[src/rtl/cnu_row_sched.sv]
// Row scheduler for the shared check-node min-finder tree: read row, pulse tree,
// capture min/min2/idx, offer downstream, repeat over all rows and iterations.
module cnu_row_sched #(
  parameter int unsigned DATA_W   = 9,
  parameter int unsigned IDX_W    = 3,
  parameter int unsigned N_ROWS   = 4,
  parameter int unsigned ROW_W    = 2,
  parameter int unsigned MAX_ITER = 10,
  parameter int unsigned ITER_W   = 4
) (
  input  logic              i_clk,
  input  logic              i_rst,
  input  logic              i_start,
  input  logic              i_stop,
  input  logic              i_halt,
  output logic              o_mem_rd_en,
  output logic [ROW_W-1:0]  o_mem_addr,
  output logic              o_tree_en,
  input  logic [DATA_W-1:0] i_tree_min,
  input  logic [DATA_W-1:0] i_tree_min2,
  input  logic [IDX_W-1:0]  i_tree_idx,
  output logic              o_res_valid,
  input  logic              i_res_ready,
  output logic [DATA_W-1:0] o_res_min,
  output logic [DATA_W-1:0] o_res_min2,
  output logic [IDX_W-1:0]  o_res_idx,
  output logic [ROW_W-1:0]  o_res_row,
  output logic [ITER_W-1:0] o_res_iter,
  output logic              o_busy,
  output logic              o_done
);

  localparam logic [ROW_W-1:0]  LAST_ROW  = ROW_W'(N_ROWS - 1);
  localparam logic [ITER_W-1:0] LAST_ITER = ITER_W'(MAX_ITER - 1);

  typedef enum logic [2:0] {
    S_IDLE = 3'd0,
    S_RD   = 3'd1,
    S_EN   = 3'd2,
    S_CAP  = 3'd3,
    S_OUT  = 3'd4,
    S_DONE = 3'd5
  } state_t;

  state_t              r_state;
  state_t              w_state_nxt;
  logic [ROW_W-1:0]    r_row;
  logic [ROW_W-1:0]    w_row_nxt;
  logic [ITER_W-1:0]   r_iter;
  logic [ITER_W-1:0]   w_iter_nxt;
  logic                r_stop_flag;
  logic                w_stop_nxt;
  logic                w_cap;

  logic                r_mem_rd_en;
  logic [ROW_W-1:0]    r_mem_addr;
  logic                r_tree_en;
  logic                r_res_valid;
  logic [DATA_W-1:0]   r_res_min;
  logic [DATA_W-1:0]   r_res_min2;
  logic [IDX_W-1:0]    r_res_idx;
  logic [ROW_W-1:0]    r_res_row;
  logic [ITER_W-1:0]   r_res_iter;
  logic                r_busy;
  logic                r_done;

  // Next-state, counter and stop-flag logic; halt overrides every busy state.
  always_comb begin
    w_state_nxt = r_state;
    w_row_nxt   = r_row;
    w_iter_nxt  = r_iter;
    w_stop_nxt  = r_stop_flag | (i_stop & (r_state != S_IDLE));
    w_cap       = 1'b0;

    if ((r_state != S_IDLE) && i_halt) begin
      w_state_nxt = S_IDLE;
      w_row_nxt   = '0;
      w_iter_nxt  = '0;
      w_stop_nxt  = 1'b0;
    end else begin
      case (r_state)
        S_IDLE: begin
          if (i_start && !i_halt) begin
            w_state_nxt = S_RD;
            w_row_nxt   = '0;
            w_iter_nxt  = '0;
            w_stop_nxt  = i_stop;
          end
        end
        S_RD:  w_state_nxt = S_EN;
        S_EN:  w_state_nxt = S_CAP;
        S_CAP: begin
          w_state_nxt = S_OUT;
          w_cap       = 1'b1;
        end
        S_OUT: begin
          if (i_res_ready) begin
            if (r_row != LAST_ROW) begin
              w_row_nxt   = r_row + ROW_W'(1);
              w_state_nxt = S_RD;
            end else begin
              w_row_nxt = '0;
              // Early termination is only honoured at an iteration boundary.
              if ((r_iter == LAST_ITER) || r_stop_flag || i_stop) begin
                w_state_nxt = S_DONE;
              end else begin
                w_iter_nxt  = r_iter + ITER_W'(1);
                w_state_nxt = S_RD;
              end
            end
          end
        end
        S_DONE:  w_state_nxt = S_IDLE;
        default: w_state_nxt = S_IDLE;
      endcase
    end
  end

  always_ff @(posedge i_clk or posedge i_rst) begin
    if (i_rst) begin
      r_state     <= S_IDLE;
      r_row       <= '0;
      r_iter      <= '0;
      r_stop_flag <= 1'b0;
    end else begin
      r_state     <= w_state_nxt;
      r_row       <= w_row_nxt;
      r_iter      <= w_iter_nxt;
      r_stop_flag <= w_stop_nxt;
    end
  end

  // Strobes decoded from the next state so they are registered yet aligned with the state.
  always_ff @(posedge i_clk or posedge i_rst) begin
    if (i_rst) begin
      r_mem_rd_en <= 1'b0;
      r_mem_addr  <= '0;
      r_tree_en   <= 1'b0;
      r_res_valid <= 1'b0;
      r_busy      <= 1'b0;
      r_done      <= 1'b0;
    end else begin
      r_mem_rd_en <= (w_state_nxt == S_RD);
      r_mem_addr  <= w_row_nxt;
      r_tree_en   <= (w_state_nxt == S_EN);
      r_res_valid <= (w_state_nxt == S_OUT);
      r_busy      <= (w_state_nxt != S_IDLE);
      r_done      <= (w_state_nxt == S_DONE);
    end
  end

  // Result payload holds until the next capture; only reset clears it.
  always_ff @(posedge i_clk or posedge i_rst) begin
    if (i_rst) begin
      r_res_min  <= '0;
      r_res_min2 <= '0;
      r_res_idx  <= '0;
      r_res_row  <= '0;
      r_res_iter <= '0;
    end else if (w_cap) begin
      r_res_min  <= i_tree_min;
      r_res_min2 <= i_tree_min2;
      r_res_idx  <= i_tree_idx;
      r_res_row  <= r_row;
      r_res_iter <= r_iter;
    end
  end

  assign o_mem_rd_en = r_mem_rd_en;
  assign o_mem_addr  = r_mem_addr;
  assign o_tree_en   = r_tree_en;
  assign o_res_valid = r_res_valid;
  assign o_res_min   = r_res_min;
  assign o_res_min2  = r_res_min2;
  assign o_res_idx   = r_res_idx;
  assign o_res_row   = r_res_row;
  assign o_res_iter  = r_res_iter;
  assign o_busy      = r_busy;
  assign o_done      = r_done;

endmodule

[config.mk]
export PLATFORM = sky130hd
export DESIGN_NAME = cnu_row_sched
export DESIGN_NICKNAME = d
export VERILOG_FILES = /design/src/rtl/cnu_row_sched.sv
export SDC_FILE = /design/constraint.sdc
export NUM_CORES = 1
export LEC_CHECK = 0
export ABC_AREA = 0
export CELL_PAD_IN_SITES_DETAIL_PLACEMENT = 1
export CELL_PAD_IN_SITES_GLOBAL_PLACEMENT = 1
export CORE_MARGIN = 4
export CORE_UTILIZATION = 38
export DETAILED_ROUTE_END_ITERATION = 8
export PLACE_DENSITY = 0.83
export SLEW_MARGIN = 20
export SYNTH_ARGS = -nofsm -noshare
export SYNTH_HDL_FRONTEND = slang
export SYNTH_SLANG_ARGS = --single-unit
[constraint.sdc]
create_clock -name i_clk -period 2.5 [get_ports i_clk]
set_input_delay 0.25 -clock i_clk [delete_from_list [all_inputs] [get_ports i_clk]]
set_output_delay 0.25 -clock i_clk [all_outputs]
set_load 0.05 [all_outputs]
======== Word level (Yosys, flattened, before mapping) ========
Index checks and enable logic that the tools add are counted.
operators by class
  $add $sub $neg .......................... 2
  eq/ne operators ......................... 14
  multiplexer cells ....................... 22
  bitwise logic cells ..................... 2
  reductions and logical operators ........ 11
operators by type and width
  operator                                                               number
  4-bit 2-to-1 mux                                                       5
  3-bit 2-to-1 mux                                                       5
  3-bit one-hot mux with 5 select lines                                  1
  3-bit != test, second input constant                                   4
  3-bit by 2-bit equality test with 1-bit output, second input constant  3
  3-bit equality test, second input constant                             3
  3-bit nonzero test                                                     3
  2-bit 2-to-1 mux                                                       4
  4-bit one-hot mux with 2 select lines                                  1
  3-bit by 1-bit equality test with 1-bit output, second input constant  2
  1-bit 2-to-1 mux                                                       5
  5-bit AND reduction                                                    1
  4-bit by 1-bit adder with 4-bit output, second input constant          1
  4-bit equality test, second input constant                             1
  2-bit one-hot mux with 2 select lines                                  1
  3-bit zero test                                                        1
  3-bit AND reduction                                                    1
  2-bit by 1-bit adder with 2-bit output, second input constant          1
  1-bit logical AND                                                      2
  1-bit logical OR                                                       2
  2-bit != test, second input constant                                   1
  1-bit bitwise AND                                                      1
  1-bit zero test                                                        1
  1-bit bitwise OR                                                       1
storage, ports and cells
  bits in registers ....................... 42
  input port bits ......................... 27
  output and inout bits ................... 34
  logic and storage cells ................. 65

======== Logic depth before layout (Yosys ltp) ========
Gate-level depths: netlist of the first run.
  word-level depth ........................ 9
  mapped depth ............................ 6
  depth with buffers taken out ............ 6

======== Worst setup path after synthesis of the first run ========
Ideal clock, no wire load.
  path kind ............................... flip-flop to flip-flop
  from .................................... reg o_mem_addr[0] (netlist name)
  to ...................................... reg r_iter[3]
  library setup time ...................... 0.124 ns
  arrival time ............................ 1.785 ns
  data required time ...................... 2.376 ns
  path slack .............................. 0.591 ns
  stages on the path, launching flop included .. 6
  buffers on the path ..................... 0
  period minus slack after synthesis ...... 1.909 ns
  path through ............................ dfrtp_1 > ha_1 > nor3b_1 > nand4_1 > and3_1 > a211o_1
RTL lines
  item                  RTL line  text
  to (signal assigned)  128       r_iter <= w_iter_nxt;
  to (decl)             49        logic [ITER_W-1:0] r_iter;

==> out/qor.csv, run 1 <==
stage,metric,value,unit
setup_path,cp_top_family,compound AO/OA/AOI/OAI gates,
global_route,grt_usage,15.2,%
cts,path_clk_slew,80,ps
setup_path,path_cells,ha_1 > nor3b_1 > a21oi_1 > o31ai_1 > o31ai_1,
cells_and_area,layout_common_cells,"60 x clkdlybuf4s50_1, 42 x dfrtp_1, 20 x mux2_1",
global_route,grt_pass1_vias,1503,
power,combPwrFrac,47.7,%
setup_path,start_kind,flop,
cells_and_area,utilization,54.9,%
cells_and_area,final_nets,234,
setup_path,cp.buffers_inverters,0,
detailed_routing,drt_first_pass_iters,4,
cts,ctsHoldBuffers,0,
floorplanning,ios,61,
logic_synthesis,synth_nets,171,
sta,setup-violations-final,0,
cells_and_area,final_common_cell,clkdlybuf4s50_1,
power,power.leakage,1.14,nW
cells_and_area,area_delta_synth_final,39.6,%
cts,postCtsSetupBuffers,0,
power,p_switching,1.16,mW
sta,fin_crit_sh,72.5,%
sta,max_freq,552,MHz
power,power_per_cell_area,1040,mW/mm²
logic_synthesis,synth_cell_type_count,40,
cts,clk_latency,290,ps
global_route,grt_max_degree,43,
floorplanning,fp.dieW,78.1,µm
global_route,grt_pass1_wl,7360,µm
power,peakVddDrop,0.388,mV
logic_synthesis,syn_area,0.00187,mm²
placed_design,portBuffers,60,
global_route,antenna_found_initial,0,
setup_path,crit_fanout,4,
sta,drv_slew,0,
global_route,overflow,0,
outcome,status,finished clean,
cells_and_area,fill_cells,490,
cts,cts_sinks,42,
logic_synthesis,avgSynthCellArea,13.3,µm²
detailed_routing,vias,1359,
detailed_routing,initialDrtViolationCount,61,
min_path,hold_path_class,primary input to async pin,
setup_path,cp.arrival,1970,ps
power,p_int,1.55,mW
power,seq_power_share,36.1,%
placed_design,place_hpwl,3330,µm
setup_path,worst_path_largest_cell_delay,420,ps
sta,maxSlewHeadroom,64.5,%
floorplanning,core-area,0.00475,mm²
floorplanning,core.rowCount,25,
detailed_routing,post-route-drc-count,0,
setup_path,setup.worst_path.class,flop to flop,
sta,rsz0062_at_grt,false,
sta,period_minus_slack,1810,ps
job,max_cap_violations,0,
floorplanning,dieArea,0.00611,mm²
setup_path,critPathRequiredTime,2650,ps
logic_synthesis,syn_inst,141,
power,p_total,2.70,mW
cts,cts_buffer_depth,2,
cells_and_area,num_antenna_cells,0,
detailed_routing,avgViaCountPerCell,5.00,
cts,cts-htree-levels,2,
cts,cts_resized,0,
setup_path,end_kind,flop,
logic_synthesis,ys_seq_elements,42,
sta,fin_tns_setup,0,ps
logic_synthesis,ys_warn_count,0,
detailed_routing,finalWirelength,4390,µm
sta,tightest_slew,530,ps
power,pwr-share-clk,16.2,%
setup_path,cp_slowest_cell,dfrtp_1,
cts,numCtsBuffers,5,
setup_path,r2r_slack,690,ps
detailed_routing,ant_nets,0,
detailed_routing,routedWlPerCell,16.2,µm
sta,hold_viol_final,0,
sta,skew,6.18,ps
setup_path,critPathMostFrequentCell,o31ai_1,
cts,root_buffer,clkbuf_8,
floorplanning,start_util,39.3,%
logic_synthesis,seq_area_frac_synth,56.2,%
cells_and_area,drive_gt1_share,10.7,%
floorplanning,fp.dieH,78.1,µm
placed_design,place.gp.congestion,0.825,
power,netSwitchingFraction,42.8,%
cts,cts_tree,done,
synthesized netlist by cell type (all sizes together):
cell     count  share of area (%)
dfrtp       42                 56
mux2        28                 17
buf          6                2.7
a21oi        5                1.5
inv          5                1.0
nand2        5                1.1
nor2         5                1.0
nor3         5                1.9
o31ai        5                2.0
ha           3                2.0
nand3b       3                1.2
nor2b        3                1.0
o21ai        3               0.80
a211oi       2               0.80
nand2b       2               0.67
nor4b        2                1.7
a211o        1               0.47
a21o         1               0.40
a31oi        1               0.33
and2         1               0.33
and3         1               0.33
nand3        1               0.27
nand4        1               0.33
nand4bb      1               0.60
nor3b        1               0.40
o21bai       1               0.40
o22ai        1               0.33
o32ai        1               0.87
o41ai        1               0.47
or2          1               0.33
or2b         1               0.40
or4b         1               0.54
xnor2        1               0.47
logic make-up after synthesis:
group / after synthesis / synth area share [%]
flops: 42 / 56.2
simple gates: 34 / 12.3
mux: 28 / 16.9
compound gates: 22 / 8.43
buf+inv: 11 / 3.75
fa+ha+maj: 3 / 2.01
xor+xnor: 1 / 0.469
registers in the layout, summed over array words and instances, names as in the netlist:
name and flops:
o_busy 1, o_mem_addr 2, o_tree_en 1, r_stop_flag 1, o_mem_rd_en 1, o_res_iter 4, o_res_row 2, o_res_min 9
o_res_min2 9, o_done 1, o_res_idx 3, r_iter 4, r_state 3, o_res_valid 1
power by group through the flow:
stage          logic (mW)  registers [mW]  clock network [mW]
6_report             1.29           0.976               0.439
5_1_grt              1.34            1.00               0.492
4_1_cts              1.31           0.980               0.459
3_5_place_dp         1.30           0.995                   0
3_3_place_gp         1.28           0.971                   0
2_1_floorplan       0.226            1.59                   0
final timing paths:
| path | cells past startpoint | startpoint | endpoint |
|---|---|---|---|
| worst max-delay path | 5 | o_mem_addr[1] | r_iter[1] |
| worst min-delay path | 3 | i_rst | o_res_iter[1] |
| worst max register to register | 5 | o_mem_addr[1] | r_iter[1] |
| worst min register to register | 1 | o_res_min2[1] | o_res_min2[1] |
| max in group asynchronous | 3 | i_rst | o_mem_rd_en |
| min in group i_clk | 1 | o_res_min2[1] | o_res_min2[1] |
per-stage QoR:
stage          cells  worst slack (ps)  hold WS (ps)  cell area, µm²
2_1_floorplan    141               591           385            1870
3_3_place_gp     264               568           468            2520
3_5_place_dp     264               516           476            2520
4_1_cts          272               683           421            2610
5_1_grt          272               520           459            2610
6_report         272               689           398            2610
tightest hold or removal path, stage by stage:
cell	delay (ps)
clkdlybuf4s50_1	400
inv_1	50
buf_4	440
final cells by class:
| class | instances | area (µm²) | area share, % |
|---|---|---|---|
| flip-flops and latches | 42 | 1050 | 40.3 |
| multi-input cells | 88 | 748 | 28.7 |
| repair buffers | 62 | 616 | 23.6 |
| clock buffers | 7 | 86.3 | 3.31 |
| well taps | 67 | 83.8 | 3.21 |
| inverters | 5 | 18.8 | 0.719 |
| clock inverters | 1 | 5.00 | 0.192 |
per-layer routing:
metal	global-route usage [%]	up-vias	share of wire, %
met5	0	-	0
met4	4.20	0	0.98
met3	4.47	6	6.6
met2	28.1	49	51
met1	16.9	676	41
li1	-	628	-
Note: power is estimated with default switching activity, not from simulation.
==> inputs of run 2 (changes only) <==
- CORE_UTILIZATION: 38 -> 36
- PLACE_DENSITY: 0.83 -> 0.8
- clock period: 2.5 -> 1.7 ns (I/O delays scaled with it)
==> out/qor.csv, run 2 (same netlist as run 1, synthesis figures left out) <==
stage,metric,value,unit,change
sta,skew,8.59,ps,was 6.18 ps
detailed_routing,vias,1388,,"was 1,359"
setup_path,worst_path_largest_cell_delay,820,ps,was 420 ps
sta,fin_tns_setup,0,ps,unchanged
global_route,grt_pass1_wl,7440,µm,was 7360 µm
detailed_routing,ant_nets,0,,unchanged
floorplanning,fp.dieH,80.1,µm,was 78.1 µm
setup_path,cp_slowest_cell,clkdlybuf4s50_1,,was dfrtp_1
global_route,overflow,0,,unchanged
placed_design,place_area,0.00257,mm²,was 0.00252 mm²
cells_and_area,final_common_cell,clkdlybuf4s50_1,,unchanged
floorplanning,start_util,38.3,%,was 39.3%
cells_and_area,final_nets,241,,was 234
sta,maxSlewHeadroom,62.8,%,was 64.5%
cells_and_area,drive_gt1_share,22.2,%,was 10.7%
setup_path,cp.buffers_inverters,1,,was 0
cts,postCtsSetupBuffers,0,,unchanged
cells_and_area,fill_cells,525,,was 490
setup_path,cp_top_family,buffers and inverters,,was compound AO/OA/AOI/OAI gates
power,power.leakage,1.20,nW,was 1.14 nW
global_route,grt_max_degree,43,,unchanged
power,peakVddDrop,0.668,mV,was 0.388 mV
power,p_total,4.04,mW,was 2.70 mW
sta,period_minus_slack,1630,ps,
cts,cts_buffer_depth,2,,unchanged
floorplanning,core.rowCount,25,,unchanged
power,power_per_cell_area,1500,mW/mm²,was 1040 mW/mm²
placed_design,place.gp.congestion,0.812,,was 0.825
placed_design,place_hpwl,3620,µm,was 3330 µm
cells_and_area,final_area,0.00269,mm²,was 0.00261 mm²
sta,hold_viol_final,0,,unchanged
sta,fin_crit_sh,96.0,%,
global_route,grt_usage,15.0,%,was 15.2%
floorplanning,dieArea,0.00641,mm²,was 0.00611 mm²
sta,tightest_slew,551,ps,was 530 ps
cells_and_area,layout_common_cells,"49 x clkdlybuf4s50_1, 38 x dfrtp_1, 20 x mux2_1",,"was 60 x clkdlybuf4s50_1, 42 x dfrtp_1, 20 x mux2_1"
setup_path,path_cells,clkdlybuf4s50_1,,was ha_1 > nor3b_1 > a21oi_1 > o31ai_1 > o31ai_1
detailed_routing,avgViaCountPerCell,4.97,,was 5.00
cells_and_area,stdcell_count,279,,was 272
cts,path_clk_slew,90,ps,was 80 ps
cts,numCtsBuffers,5,,unchanged
global_route,grt_pass1_vias,1518,,"was 1,503"
cells_and_area,area_delta_synth_final,43.9,%,was 39.6%
outcome,status,finished clean,,unchanged
sta,drv_slew,0,,unchanged
cts,ctsHoldBuffers,0,,unchanged
detailed_routing,post-route-drc-count,0,,unchanged
detailed_routing,initialDrtViolationCount,44,,was 61
cts,root_buffer,clkbuf_8,,unchanged
detailed_routing,finalWirelength,4730,µm,was 4390 µm
sta,max_freq,613,MHz,
min_path,hold_path_class,primary input to async pin,,unchanged
sta,finalHoldWorstSlack,252,ps,was 398 ps
setup_path,critPathRequiredTime,1530,ps,was 2650 ps
sta,setup-violations-final,0,,unchanged
placed_design,portBuffers,60,,unchanged
job,max_cap_violations,0,,unchanged
global_route,antenna_found_initial,0,,unchanged
detailed_routing,drt_first_pass_iters,4,,unchanged
floorplanning,core-area,0.00488,mm²,was 0.00475 mm²
setup_path,setup.worst_path.class,flop to primary output,,was flop to flop
cts,cts_tree,done,,unchanged
cts,clk_latency,290,ps,about the same
cts,cts-htree-levels,2,,unchanged
detailed_routing,routedWlPerCell,16.9,µm,was 16.2 µm
setup_path,crit_fanout,2,,was 4
setup_path,cp.arrival,1460,ps,was 1970 ps
floorplanning,ios,61,,unchanged
cts,cts_sinks,42,,unchanged
placed_design,dp_cells,271,,was 264
cells_and_area,num_antenna_cells,0,,unchanged
setup_path,start_kind,flop,,unchanged
floorplanning,fp.dieW,80.1,µm,was 78.1 µm
setup_path,end_kind,primary output,,was flop
-- run 2: cell types whose count changed in the layout (fill, tap and decap cells not counted), sizes merged --
cell,before,now
buf,2,20
clkdlybuf4s50,60,49
-- run 2: repair_timing --
action	4_1_cts	5_1_grt
endpoints found under the setup margin	1	11
endpoints found under the hold margin	0	0
gates resized for setup	1	4
-- run 2: cell type report --
type	count	area (µm²)	area share (%)
timing repair buffer	69	666	24.7
clock inverter	1	5.00	0.186
tap	67	83.8	3.12
sequential	42	1060	39.3
clock buffer	7	86.3	3.21
multi-input combinational	88	774	28.8
inverter	5	18.8	0.698
-- run 2: worst paths after layout --
kind / startpoint / end / slack (ps) / depth (start not counted)
min reg2reg: o_res_idx[0] / o_res_idx[0] / 490 / 1
min in group i_clk: i_tree_min2[4] / o_res_min2[4] / 480 / 2
max: o_res_min[6] / o_res_min[6] / 70 / 1
min: i_rst / o_res_iter[1] / 250 / 3
max in group asynchronous: i_rst / r_state[2] / 1230 / 3
max reg2reg: o_mem_addr[0] / r_iter[3] / 80 / 5
-- run 2: report_power, final --
group	switching [mW]	total (mW)	internal, mW
Combinational	1.25	1.95	0.700
Clock	0.341	0.669	0.328
Sequential	0.159	1.43	1.27
Total	1.75	4.04	2.30
-- run 2: metrics by stage --
step / setup slack [ps] / util (%)
4_1_cts: 26.9 / 54.7
3_3_place_gp: -0.139 / 52.8
5_1_grt: -23.7 / 55.1
3_5_place_dp: -127 / 52.8
6_report: 68.8 / 55.1
2_1_floorplan: 76.7 / -
-- run 2: metal layers --
metal	routed length, µm	vias up	track usage (%)
li1	-	647	-
met1	1940	694	17.6
met2	2480	42	27.9
met3	274	5	3.14
met4	35	0	3.04
met5	0	-	0
==> inputs of run 3 (changes only) <==
- ABC_CLOCK_PERIOD_IN_PS: unset -> 1700
==> results of run 3 <==
No change in the layout: final DEF, timing and power equal those of run 2.
